==> src/rtl/adder64_issue_ctrl_pkg.sv <==
`default_nettype none
// ============================================================================
//  Module      : adder64_issue_ctrl_pkg
//  Description : Shared constants and types for the adder64 issue front-end.
//  Revision    : 1.0 - initial release
// ============================================================================
package adder64_issue_ctrl_pkg;

    localparam int c_LEN_DATA    = 64;   // operand/result width
    localparam int c_ADD_LATENCY = 9;    // adder64 valid-to-rdy latency
    localparam int c_ADD_LANES   = 8;    // byte lanes of the SIMD adder
    localparam int c_TAG_W       = 5;    // default request tag width
    localparam int c_DEPTH       = 16;   // default result buffer depth

    typedef logic [c_ADD_LANES-1:0] lane_vec_t;

    // Result FIFO entry is {tag, sum, cout}
    function automatic int res_entry_width(input int tag_w, input int len_data);
        return tag_w + len_data + 1;
    endfunction

endpackage
`default_nettype wire

==> src/rtl/adder64_issue_ctrl_if.sv <==
`default_nettype none
// ============================================================================
//  Module      : adder64_issue_ctrl_if
//  Description : Request, adder-side and response signals of the issue
//                controller. 'slave' is the controller view, 'master' the
//                surrounding dispatch/adder/writeback view.
//  Revision    : 1.0 - initial release
// ============================================================================
interface adder64_issue_ctrl_if
    import adder64_issue_ctrl_pkg::*;
#(
    parameter int LEN_DATA = c_LEN_DATA,
    parameter int TAG_W    = c_TAG_W
);
    logic                req_valid;
    logic                req_ready;
    logic [LEN_DATA-1:0] req_a;
    logic [LEN_DATA-1:0] req_b;
    lane_vec_t           req_cin;
    lane_vec_t           req_cmsk_n;
    logic [TAG_W-1:0]    req_tag;

    logic                exe_valid;
    logic [LEN_DATA-1:0] exe_a;
    logic [LEN_DATA-1:0] exe_b;
    lane_vec_t           exe_cin;
    lane_vec_t           exe_cmsk_n;
    logic                exe_rdy;
    logic [LEN_DATA-1:0] exe_sum;
    logic                exe_cout;

    logic                rsp_valid;
    logic                rsp_ready;
    logic [LEN_DATA-1:0] rsp_sum;
    logic                rsp_cout;
    logic [TAG_W-1:0]    rsp_tag;
    logic                err;

    modport slave (
        input  req_valid, req_a, req_b, req_cin, req_cmsk_n, req_tag,
        output req_ready,
        output exe_valid, exe_a, exe_b, exe_cin, exe_cmsk_n,
        input  exe_rdy, exe_sum, exe_cout,
        output rsp_valid, rsp_sum, rsp_cout, rsp_tag, err,
        input  rsp_ready
    );

    modport master (
        output req_valid, req_a, req_b, req_cin, req_cmsk_n, req_tag,
        input  req_ready,
        input  exe_valid, exe_a, exe_b, exe_cin, exe_cmsk_n,
        output exe_rdy, exe_sum, exe_cout,
        input  rsp_valid, rsp_sum, rsp_cout, rsp_tag, err,
        output rsp_ready
    );

endinterface
`default_nettype wire

==> src/rtl/adder64_issue_ctrl_fifo_sync.sv <==
`default_nettype none
// ============================================================================
//  Module      : fifo_sync
//  Description : Synchronous FIFO with a registered head. The head register
//                always mirrors the oldest entry while non-empty, so data is
//                visible the edge after the first push; when the FIFO drains
//                the head keeps its last value.
//  Revision    : 1.0 - initial release
// ============================================================================
module fifo_sync #(
    parameter int WIDTH = 8,
    parameter int DEPTH = 16
) (
    input  wire logic             clk,
    input  wire logic             rst,
    input  wire logic             push,
    input  wire logic             pop,
    input  wire logic [WIDTH-1:0] wdata,
    output logic      [WIDTH-1:0] rdata,
    output logic                  full,
    output logic                  empty
);
    localparam int c_AW = $clog2(DEPTH);
    localparam int c_PW = c_AW + 1;
    localparam logic [c_PW-1:0] c_PTR_ONE = c_PW'(1);
    localparam logic [c_AW-1:0] c_IDX_ONE = c_AW'(1);

    logic [WIDTH-1:0] r_mem [DEPTH];
    logic [c_PW-1:0]  r_wr_ptr;
    logic [c_PW-1:0]  r_rd_ptr;
    logic [WIDTH-1:0] r_rd_data;
    logic [c_PW-1:0]  w_count;
    logic             w_push;
    logic             w_pop;
    logic [c_AW-1:0]  w_rd_nxt_idx;

    // Extra wrap bit distinguishes full from empty when indices match
    assign w_count      = r_wr_ptr - r_rd_ptr;
    assign empty        = (r_wr_ptr == r_rd_ptr);
    assign full         = (r_wr_ptr[c_AW] != r_rd_ptr[c_AW]) &&
                          (r_wr_ptr[c_AW-1:0] == r_rd_ptr[c_AW-1:0]);
    assign w_push       = push & ~full;
    assign w_pop        = pop & ~empty;
    assign w_rd_nxt_idx = r_rd_ptr[c_AW-1:0] + c_IDX_ONE;
    assign rdata        = r_rd_data;

    // Storage array; entries are only observed after being written
    always_ff @(posedge clk) begin
        if (w_push) begin
            r_mem[r_wr_ptr[c_AW-1:0]] <= wdata;
        end
    end

    // Pointer update and head register refill
    always_ff @(posedge clk or posedge rst) begin
        if (rst) begin
            r_wr_ptr  <= '0;
            r_rd_ptr  <= '0;
            r_rd_data <= '0;
        end else begin
            if (w_push) begin
                r_wr_ptr <= r_wr_ptr + c_PTR_ONE;
            end
            if (w_pop) begin
                r_rd_ptr <= r_rd_ptr + c_PTR_ONE;
            end
            if (w_pop && (w_count > c_PTR_ONE)) begin
                r_rd_data <= r_mem[w_rd_nxt_idx];
            end else if (w_push && (empty || (w_pop && (w_count == c_PTR_ONE)))) begin
                r_rd_data <= wdata;
            end
        end
    end

endmodule
`default_nettype wire

==> src/rtl/adder64_issue_ctrl.sv <==
`default_nettype none
// ============================================================================
//  Module      : adder64_issue_ctrl
//  Description : Issue front-end for the fixed-latency SIMD adder. Credits
//                requests against the result buffer, re-attaches tags in
//                order and buffers results for backpressured writeback.
//  Revision    : 1.0 - initial release
// ============================================================================
module adder64_issue_ctrl
    import adder64_issue_ctrl_pkg::*;
#(
    parameter int LEN_DATA = c_LEN_DATA,
    parameter int LATENCY  = c_ADD_LATENCY,
    parameter int DEPTH    = c_DEPTH,
    parameter int TAG_W    = c_TAG_W
) (
    input  wire logic           clk,
    input  wire logic           rst,
    adder64_issue_ctrl_if.slave bus
);
    localparam int c_CNT_W = $clog2(DEPTH) + 1;
    localparam int c_RES_W = res_entry_width(TAG_W, LEN_DATA);
    localparam logic [c_CNT_W-1:0] c_CNT_ONE   = c_CNT_W'(1);
    localparam logic [c_CNT_W-1:0] c_DEPTH_CNT = c_CNT_W'(DEPTH);

    // Every returning result must find a free slot, so the buffer must at
    // least cover the adder pipeline plus the head entry.
    if ((DEPTH < LATENCY + 1) || ((DEPTH & (DEPTH - 1)) != 0)) begin : g_bad_depth
        $error("adder64_issue_ctrl: DEPTH must be a power of two >= LATENCY+1");
    end

    logic [c_CNT_W-1:0] r_outstanding;
    logic [c_CNT_W-1:0] w_out_next;
    logic               r_req_ready;
    logic               r_err;
    logic               w_accept;
    logic               w_rsp_pop;
    logic               w_tag_full;
    logic               w_tag_empty;
    logic [TAG_W-1:0]   w_tag_head;
    logic               w_res_push;
    logic               w_res_full;
    logic               w_res_empty;
    logic [c_RES_W-1:0] w_res_head;
    logic               w_err_evt;

    assign w_accept  = bus.req_valid & r_req_ready;
    assign w_rsp_pop = ~w_res_empty & bus.rsp_ready;
    // A result is only captured when a matching tag exists
    assign w_res_push = bus.exe_rdy & ~w_tag_empty;
    assign w_err_evt  = (bus.exe_rdy & w_tag_empty) |
                        (w_accept & w_tag_full) |
                        (w_res_push & w_res_full);

    // The adder registers its own inputs, so operands pass straight through
    assign bus.req_ready  = r_req_ready;
    assign bus.exe_valid  = w_accept;
    assign bus.exe_a      = bus.req_a;
    assign bus.exe_b      = bus.req_b;
    assign bus.exe_cin    = bus.req_cin;
    assign bus.exe_cmsk_n = bus.req_cmsk_n;

    assign bus.rsp_valid = ~w_res_empty;
    assign bus.rsp_tag   = w_res_head[c_RES_W-1 -: TAG_W];
    assign bus.rsp_sum   = w_res_head[LEN_DATA:1];
    assign bus.rsp_cout  = w_res_head[0];
    assign bus.err       = r_err;

    fifo_sync #(
        .WIDTH (TAG_W),
        .DEPTH (DEPTH)
    ) u_tag_fifo (
        .clk   (clk),
        .rst   (rst),
        .push  (w_accept),
        .pop   (bus.exe_rdy),
        .wdata (bus.req_tag),
        .rdata (w_tag_head),
        .full  (w_tag_full),
        .empty (w_tag_empty)
    );

    fifo_sync #(
        .WIDTH (c_RES_W),
        .DEPTH (DEPTH)
    ) u_res_fifo (
        .clk   (clk),
        .rst   (rst),
        .push  (w_res_push),
        .pop   (w_rsp_pop),
        .wdata ({w_tag_head, bus.exe_sum, bus.exe_cout}),
        .rdata (w_res_head),
        .full  (w_res_full),
        .empty (w_res_empty)
    );

    // Next outstanding count: in-flight plus buffered results
    always_comb begin
        w_out_next = r_outstanding;
        if (w_accept && !w_rsp_pop) begin
            w_out_next = r_outstanding + c_CNT_ONE;
        end else if (!w_accept && w_rsp_pop) begin
            w_out_next = r_outstanding - c_CNT_ONE;
        end
    end

    // Credit counter, registered ready and sticky protocol error
    always_ff @(posedge clk or posedge rst) begin
        if (rst) begin
            r_outstanding <= '0;
            r_req_ready   <= 1'b0;
            r_err         <= 1'b0;
        end else begin
            r_outstanding <= w_out_next;
            r_req_ready   <= (w_out_next < c_DEPTH_CNT);
            r_err         <= r_err | w_err_evt;
        end
    end

endmodule
`default_nettype wire

==> src/flat_wrapper.sv <==
// flat-port wrapper written by rule: the top's interface ports become plain ports
module adder64_issue_ctrl_flat import adder64_issue_ctrl_pkg::*;
#(
    parameter int LEN_DATA = c_LEN_DATA,
    parameter int LATENCY  = c_ADD_LATENCY,
    parameter int DEPTH    = c_DEPTH,
    parameter int TAG_W    = c_TAG_W
)
  (clk, rst, bus_req_valid, bus_req_a, bus_req_b, bus_req_cin, bus_req_cmsk_n, bus_req_tag, bus_req_ready, bus_exe_valid, bus_exe_a, bus_exe_b, bus_exe_cin, bus_exe_cmsk_n, bus_exe_rdy, bus_exe_sum, bus_exe_cout, bus_rsp_valid, bus_rsp_sum, bus_rsp_cout, bus_rsp_tag, bus_err, bus_rsp_ready);
  adder64_issue_ctrl_if #(.LEN_DATA(LEN_DATA), .TAG_W(TAG_W)) bus_i ();
  input  wire logic clk;
  input  wire logic rst;
  input wire logic [$bits(bus_i.req_valid)-1:0] bus_req_valid;
  input wire logic [$bits(bus_i.req_a)-1:0] bus_req_a;
  input wire logic [$bits(bus_i.req_b)-1:0] bus_req_b;
  input wire logic [$bits(bus_i.req_cin)-1:0] bus_req_cin;
  input wire logic [$bits(bus_i.req_cmsk_n)-1:0] bus_req_cmsk_n;
  input wire logic [$bits(bus_i.req_tag)-1:0] bus_req_tag;
  output wire logic [$bits(bus_i.req_ready)-1:0] bus_req_ready;
  output wire logic [$bits(bus_i.exe_valid)-1:0] bus_exe_valid;
  output wire logic [$bits(bus_i.exe_a)-1:0] bus_exe_a;
  output wire logic [$bits(bus_i.exe_b)-1:0] bus_exe_b;
  output wire logic [$bits(bus_i.exe_cin)-1:0] bus_exe_cin;
  output wire logic [$bits(bus_i.exe_cmsk_n)-1:0] bus_exe_cmsk_n;
  input wire logic [$bits(bus_i.exe_rdy)-1:0] bus_exe_rdy;
  input wire logic [$bits(bus_i.exe_sum)-1:0] bus_exe_sum;
  input wire logic [$bits(bus_i.exe_cout)-1:0] bus_exe_cout;
  output wire logic [$bits(bus_i.rsp_valid)-1:0] bus_rsp_valid;
  output wire logic [$bits(bus_i.rsp_sum)-1:0] bus_rsp_sum;
  output wire logic [$bits(bus_i.rsp_cout)-1:0] bus_rsp_cout;
  output wire logic [$bits(bus_i.rsp_tag)-1:0] bus_rsp_tag;
  output wire logic [$bits(bus_i.err)-1:0] bus_err;
  input wire logic [$bits(bus_i.rsp_ready)-1:0] bus_rsp_ready;
  assign bus_i.req_valid = bus_req_valid;
  assign bus_i.req_a = bus_req_a;
  assign bus_i.req_b = bus_req_b;
  assign bus_i.req_cin = bus_req_cin;
  assign bus_i.req_cmsk_n = bus_req_cmsk_n;
  assign bus_i.req_tag = bus_req_tag;
  assign bus_req_ready = bus_i.req_ready;
  assign bus_exe_valid = bus_i.exe_valid;
  assign bus_exe_a = bus_i.exe_a;
  assign bus_exe_b = bus_i.exe_b;
  assign bus_exe_cin = bus_i.exe_cin;
  assign bus_exe_cmsk_n = bus_i.exe_cmsk_n;
  assign bus_i.exe_rdy = bus_exe_rdy;
  assign bus_i.exe_sum = bus_exe_sum;
  assign bus_i.exe_cout = bus_exe_cout;
  assign bus_rsp_valid = bus_i.rsp_valid;
  assign bus_rsp_sum = bus_i.rsp_sum;
  assign bus_rsp_cout = bus_i.rsp_cout;
  assign bus_rsp_tag = bus_i.rsp_tag;
  assign bus_err = bus_i.err;
  assign bus_i.rsp_ready = bus_rsp_ready;
  adder64_issue_ctrl #(.LEN_DATA(LEN_DATA), .LATENCY(LATENCY), .DEPTH(DEPTH), .TAG_W(TAG_W)) u_core (.clk(clk), .rst(rst), .bus(bus_i));
endmodule
==> config.mk <==
export PLATFORM = sky130hd
export DESIGN_NAME = adder64_issue_ctrl_flat
export DESIGN_NICKNAME = d
export VERILOG_FILES = /design/src/rtl/adder64_issue_ctrl_pkg.sv /design/src/rtl/adder64_issue_ctrl_if.sv /design/src/rtl/adder64_issue_ctrl_fifo_sync.sv /design/src/rtl/adder64_issue_ctrl.sv /design/src/flat_wrapper.sv
export SDC_FILE = /design/constraint.sdc
export NUM_CORES = 1
export LEC_CHECK = 0
export BUFFER_PORTS_ARGS = -buffer_cell sky130_fd_sc_hd__clkbuf_2
export CORE_ASPECT_RATIO = 1.4
export CORE_MARGIN = 2
export CORE_UTILIZATION = 40
export CTS_CLUSTER_DIAMETER = 80
export DETAILED_ROUTE_END_ITERATION = 6
export MAX_ROUTING_LAYER = met4
export SKIP_LAST_GASP = 1
export SYNTH_ARGS = -nofsm -noshare
export SYNTH_HDL_FRONTEND = slang
export SYNTH_HIERARCHICAL = 1
export SYNTH_SLANG_ARGS = --single-unit
==> constraint.sdc <==
create_clock -name clk -period 7.6 [get_ports clk]
set_input_delay 0.38 -clock clk [delete_from_list [all_inputs] [get_ports clk]]
set_output_delay 0.38 -clock clk [all_outputs]
set_load 0.02 [all_outputs]
; ---- After elaboration in Yosys (flattened, before gate mapping)
; Memories as Yosys holds them, arrays and structs flattened.
; Index checks and enable logic that the tools add are counted.
; Widths: inputs -> output; s select.
[op_classes]
addsub = 10
n_lt_le_gt_ge = 3
eq_ne = 8
n_mux = 10
n_bitwise = 16
reduce_logical = 16
[op_table]
columns = op, count
row1 = $mux 70, 2
row2 = $add 5x1->5 const B, 5
row3 = $mux 5, 4
row4 = $eq 5x1->1 const B, 2
row5 = $eq 5x5->1, 2
row6 = $gt 5x1->1 const B, 2
row7 = $logic_and 1x1->1, 10
row8 = $sub 5x5->5, 2
row9 = $and 1x1->1, 9
row10 = $add 4x1->4 const B, 2
row11 = $eq 4x4->1, 2
row12 = $lt 5x5->1 const B, 1
row13 = $sub 5x1->5 const B, 1
row14 = $mux 1, 4
row15 = $not 1->1, 4
row16 = $reduce_bool 2->1, 2
row17 = $or 1x1->1, 3
row18 = $logic_not 1->1, 2
row19 = $logic_or 1x1->1, 2
row20 = $ne 1x1->1, 2
[totals]
register_bits = 102
mem_bits_rw = 1200
out_inout_bits = 218
elab_cells = 74
memories = 2
[memory_table]
columns = name, words, width, rd, rd_ports_with_merged_regs, write_ports, line
row1 = u_core.u_res_fifo.r_mem, 16, 70, 1, 0, 1, adder64_issue_ctrl_fifo_sync.sv:28  ; logic [WIDTH-1:0] r_mem [DEPTH];
row2 = u_core.u_tag_fifo.r_mem, 16, 5, 1, 0, 1, adder64_issue_ctrl_fifo_sync.sv:28

; ---- Depth between registers and ports, before layout
[depth]
word_depth = 9
mapped_depth = 15
ltp_nobuf = 11

; ---- By module
; Netlist, hierarchy kept.
[by_module_without_submodules]
columns = mod, instances, cells_per_inst, area_each_um2, seq_area_each_um2
row1 = fifo_sync at u_core.u_res_fifo, 1, 1945, 46522.1, 35634.2
row2 = fifo_sync at u_core.u_tag_fifo, 1, 213, 4016.4, 2777.7
row3 = adder64_issue_ctrl, 1, 198, 1572.8, 175.2

; ---- Worst setup path after synthesis
; OpenSTA, ideal clock, no wires.
[synth_path]
kind = register to register
start = register u_core.u_tag_fifo.r_rd_ptr[2]
end = memory u_core/u_res_fifo/r_mem[3][0] (netlist name) (enable)
arrival_ns = 6.435
t_required_ns = 7.016
slack_ns = 0.581
path_stages_with_launch = 10
n_path_buf = 1
period_less_slack_ns = 7.019
cell_sequence = dfrtp_1 > inv_1 > ha_1 > nand4_1 > nor2_1 > nor2b_1 > nor2b_1 > clkbuf_1 > nand2_1 > nor3_1
[synth_between]
elab_chain_len = 6
[synth_lines]
columns = element, line
row1 = from (decl), adder64_issue_ctrl_fifo_sync.sv:30  ; logic [c_PW-1:0] r_rd_ptr;
row2 = from (signal assigned), adder64_issue_ctrl_fifo_sync.sv:65  ; r_rd_ptr <= r_rd_ptr + c_PTR_ONE;
row3 = $eq 5x5->1, adder64_issue_ctrl_fifo_sync.sv:39  ; assign empty = (r_wr_ptr == r_rd_ptr);
row4 = net u_core.w_tag_empty, adder64_issue_ctrl.sv:39  ; logic w_tag_empty;
row5 = $not 1->1, adder64_issue_ctrl.sv:50  ; assign w_res_push = bus.exe_rdy & ~w_tag_empty;
row6 = $and 1x1->1, adder64_issue_ctrl.sv:50
row7 = net u_core.w_res_push, adder64_issue_ctrl.sv:41  ; logic w_res_push;
row8 = $and 1x1->1, adder64_issue_ctrl_fifo_sync.sv:42  ; assign w_push = push & ~full;
row9 = $mux 1, adder64_issue_ctrl_fifo_sync.sv:49  ; if (w_push) begin
row10 = $mux 1 (not written as such), adder64_issue_ctrl_fifo_sync.sv:50  ; r_mem[r_wr_ptr[c_AW-1:0]] <= wdata;
row11 = to (decl), adder64_issue_ctrl_fifo_sync.sv:28
; The timed path passes the listed nets, and every way through them passes these cells.

; ---- Final worst setup path
[layout_path]
start = register u_core.u_res_fifo.r_rd_ptr[0]
end = memory u_core/u_res_fifo/r_mem[8][66] (netlist name) (enable)
[layout_between]
elab_chain_len = 6
[layout_lines]
columns = element, line
row1 = from (decl), adder64_issue_ctrl_fifo_sync.sv:30
row2 = from (signal assigned), adder64_issue_ctrl_fifo_sync.sv:65
row3 = $eq 4x4->1, adder64_issue_ctrl_fifo_sync.sv:41  ; (r_wr_ptr[c_AW-1:0] == r_rd_ptr[c_AW-1:0]);
row4 = $logic_and 1x1->1, adder64_issue_ctrl_fifo_sync.sv:40  ; assign full = (r_wr_ptr[c_AW] != r_rd_ptr[c_AW]) &&
row5 = net u_core.w_res_full, adder64_issue_ctrl.sv:42  ; logic w_res_full;
row6 = $not 1->1, adder64_issue_ctrl_fifo_sync.sv:42
row7 = $and 1x1->1, adder64_issue_ctrl_fifo_sync.sv:42
row8 = $mux 1, adder64_issue_ctrl_fifo_sync.sv:49
row9 = $mux 1 (not written as such), adder64_issue_ctrl_fifo_sync.sv:50
; The timed path passes the listed nets, and every way through them passes these cells.

==> load_flow_metrics.sql <==
INSERT INTO impl_metrics (metric_group, metric, value, unit) VALUES
('run_status', 'run_status', 'complete, no violations', ''),
('cts', 'cts_buffer_depth', '3', ''),
('route', 'detailedRoute.firstPassIterationCount', '5', ''),
('global_route', 'grt_pass1_wl', '170100', 'um'),
('timing', 'timing.final.setup_violations', '0', ''),
('synthesis', 'synth-async-reset-ratio', '0.07834', ''),
('synthesis', 'synth.top_cells.by_count', 'edfxtp_1 (1200), mux4_2 (279), buf_4 (145), dfrtp_1 (102), nor2_1 (97)', ''),
('synthesis', 'netlist_area', '0.05211', 'mm^2'),
('power', 'ir_drop', '0.0005691', 'V'),
('route', 'drt_iter0_drcs', '2016', ''),
('floorplanning', 'core_region_area', '0.1292', 'mm^2'),
('global_route', 'gr-total-overflow', '0', ''),
('cts', 'tritoncts.num_buffers', '117', ''),
('placement', 'gpl_wtd_cong', '0.7659', ''),
('synthesis', 'synthesis.nets', '2599', ''),
('power', 'cellPowerDensity', '416.3', 'mW/mm^2'),
('synthesis', 'synth-main-ff-cell', 'edfxtp_1', ''),
('worst_setup_path', 'cp_dominant_cell_by_count', 'nor2b_1', ''),
('worst_setup_path', 'reg2reg_depth', '7', ''),
('synthesis', 'synth_enable_flop_cells', '1200', ''),
('timing', 'skew', '0.02880', 'ns'),
('global_route', 'grt_max_degree', '146', ''),
('worst_setup_path', 'worstSetupStartpointType', 'register', ''),
('worst_setup_path', 'criticalPathCategory', 'register to register', ''),
('route', 'post_drt_antenna_nets', '0', ''),
('synthesis', 'synthesis.instances', '2356', ''),
('worst_setup_path', 'setup.worst_path.start', 'u_core/u_res_fifo/r_rd_ptr[0]', ''),
('synthesis', 'synth_largest_area_cell', 'edfxtp_1', ''),
('cells_and_area', 'layout.nets', '2656', ''),
('synthesis', 'synth_cell_types', '51', ''),
('synthesis', 'ys_top_cells_by_area', 'edfxtp_1 (69%), mux4_2 (12%), dfrtp_1 (4.9%)', ''),
('cells_and_area', 'finish.utilization', '0.4470', ''),
('worst_setup_path', 'crit_path_end', 'u_core/u_res_fifo/r_mem[8][66]', ''),
('synthesis', 'yosys.cell_count.top_type', 'edfxtp_1', ''),
('route', 'postRouteWirelength', '115600', 'um'),
('cells_and_area', 'n_fill_cell', '10980', ''),
('worst_setup_path', 'crit_path_max_fanout', '57', ''),
('route', 'avgViaCountPerCell', '5.522', ''),
('cts', 'cts_max_level', '3', ''),
('worst_setup_path', 'critPathArrivalTime', '4.82', 'ns'),
('worst_setup_path', 'r2r-start', 'u_core/u_res_fifo/r_rd_ptr[0]', ''),
('timing', 'hold_viol_final', '0', ''),
('timing', 'finalMaxSlewViolations', '0', ''),
('power', 'leakagePower', '18.69', 'nW'),
('route', 'post_drt_wl_per_cell', '27.10', 'um'),
('global_route', 'met3_usage', '0.03718', ''),
('worst_setup_path', 'crit_chain', 'ha_1 -> nand4_1 -> nor2b_1 -> nor2b_1 -> nand2_1 -> nor2_4 -> buf_4', ''),
('global_route', 'grt_usage', '0.1802', ''),
('cts', 'clk_transition_reported_paths', '0.06', 'ns'),
('global_route', 'grt.met1_usage', '0.2243', ''),
('cts', 'insertion_delay', '0.74', 'ns'),
('placement', 'hpwl', '63910', 'um'),
('min_path', 'min_path_cells', '1', ''),
('cts', 'root_buffer', 'clkbuf_16', ''),
('timing', 'timing.setup.tns', '0', 'ns'),
('floorplanning', 'die_height', '431.1', 'um'),
('worst_setup_path', 'critPathRequiredTime', '7.94', 'ns'),
('synthesis', 'synth-seq-cells', '1302', ''),
('synthesis', 'synth-seq-area-share', '0.7405', ''),
('synthesis', 'avgSynthCellArea', '22.12', 'um^2'),
('worst_setup_path', 'worst_reg2reg_setup_slack', '3.13', 'ns'),
('timing', 'timing.slew.headroom', '0.2045', ''),
('floorplanning', 'rows', '156', ''),
('timing', 'rsz_0062_raised_after_global_routing', 'false', ''),
('global_route', 'grt_antenna_before_repair', '10', ''),
('worst_setup_path', 'critPathMaxStageDelay', '0.97', 'ns'),
('global_route', 'grt_util_met2', '0.2960', ''),
('global_route', 'globalRoute.busiestLayer', 'met2', ''),
('cts', 'post_cts.repair.setup_buffers', '0', ''),
('synthesis', 'yosys_top_cell_area_share', '0.6915', ''),
('cells_and_area', 'area_growth_syn_to_layout', '10.84', '%');
-- cells by family after synthesis --
group | after synthesis | synth area share
xor+xnor | 27 | 0.004538
compound gates | 100 | 0.01095
buf+inv | 282 | 0.03916
fa+ha+maj | 24 | 0.006051
simple gates | 165 | 0.01397
mux | 456 | 0.1849
flops | 1302 | 0.7405
-- cell type report --
type                    instances  area [um^2]  area share
clock inverters                73        893.4     0.01547
well taps                    1738         2175     0.03765
repair buffers                197         1149     0.01989
diodes                         11        27.53   0.0004766
flip-flops and latches       1302        38590      0.6681
inverters                      23        88.84    0.001538
clock buffers                 151         3198     0.05537
multi-input cells             772        11640      0.2015
-- sequential cells by signal (all words and copies together), names as in the netlist, named ones only --
| name | cells |
|---|---|
| u_core/r_outstanding | 4 |
| u_core/u_tag_fifo/rdata | 5 |
| u_core/u_res_fifo/r_rd_ptr | 5 |
| u_core/u_tag_fifo/r_mem | 80 |
| u_core/u_tag_fifo/r_wr_ptr | 5 |
| u_core/bus.req_ready | 1 |
| u_core/u_res_fifo/r_mem | 1120 |
| u_core/bus.err | 1 |
| u_core/u_tag_fifo/r_rd_ptr | 5 |
| u_core/u_res_fifo/rdata | 70 |
| u_core/u_res_fifo/r_wr_ptr | 5 |
-- per-layer routing --
| layer | part of all wire | wire [um] |
|---|---|---|
| met5 | 0 | 0 |
| met4 | 0.027 | 3155 |
| met3 | 0.065 | 7461 |
| met2 | 0.51 | 59230 |
| met1 | 0.40 | 45790 |
-- worst min-delay path by stage --
stage	start	end	slack [ns]
after floorplan	rst	async pin	0.18
after global placement	rst	u_core/bus.err	0.40
after detailed placement	rst	async pin	0.41
after CTS	bus_exe_sum[3]	u_core/u_res_fifo/r_mem[11][4]	0.02
after global routing	bus_exe_sum[58]	u_core/u_res_fifo/r_mem[2][59]	0.08
final	bus_exe_sum[58]	u_core/u_res_fifo/r_mem[2][59]	0.07
-- per-stage QoR --
| step | hold slack, ns | instance area, um^2 | instances | setup WS, ns |
|---|---|---|---|---|
| 2_1_floorplan | 0.1834 | 52110 | 2356 | 0.5815 |
| 3_3_place_gp | 0.4028 | 53610 | 4030 | 3.198 |
| 3_5_place_dp | 0.4083 | 53610 | 4030 | 3.070 |
| 4_1_cts | 0.02464 | 57710 | 4255 | 3.037 |
| 5_1_grt | 0.07879 | 57750 | 4265 | 2.899 |
| 6_report | 0.06762 | 57760 | 4267 | 3.128 |
-- timing repair --
item | CTS | global route
endpoints found under the hold margin | 46 | 0
hold buffers | 1 | 0
gates resized for setup | 0 | 0
-- power breakdown --
group | total (mW) | switching (mW) | internal (mW)
combinational | 8.37 | 4.49 | 3.89
clock | 6.24 | 2.64 | 3.60
sequential | 9.43 | 0.524 | 8.91
total | 24.0 | 7.65 | 16.4
-- layout by cell type (no fill, tap or decap), types with 6 or more instances in the layout --
| cell type | n |
|---|---|
| edfxtp_1 | 1200 |
| mux4_2 | 279 |
| clkbuf_2 | 148 |
| clkbuf_16 | 119 |
| dfrtp_1 | 101 |
| mux4_1 | 96 |
| nor2_1 | 85 |
| a21oi_1 | 75 |
| mux2i_1 | 71 |
| buf_4 | 45 |
| clkinv_2 | 27 |
| clkbuf_1 | 22 |
| inv_1 | 22 |
| nand2_1 | 22 |
| ha_1 | 21 |
| bufinv_16 | 18 |
| xnor2_1 | 16 |
| clkinv_1 | 13 |
| nor2_4 | 12 |
| diode_2 | 11 |
| clkbuf_8 | 10 |
| nor2b_1 | 10 |
| xor2_1 | 9 |
| mux2_2 | 9 |
| nand2b_1 | 7 |
| o21ai_0 | 7 |
| nand4_1 | 7 |
| inv_6 | 6 |
-- critical path: cells and delay by family (launching register included) --
| family | cells | cell delay (ns) |
|---|---|---|
| and+or+nand+nor | 5 | 1.60 |
| DFF | 1 | 0.94 |
| adders and majority gates | 1 | 0.41 |
| buffers and inverters | 1 | 0.97 |
(Power assumes the default switching activity.)
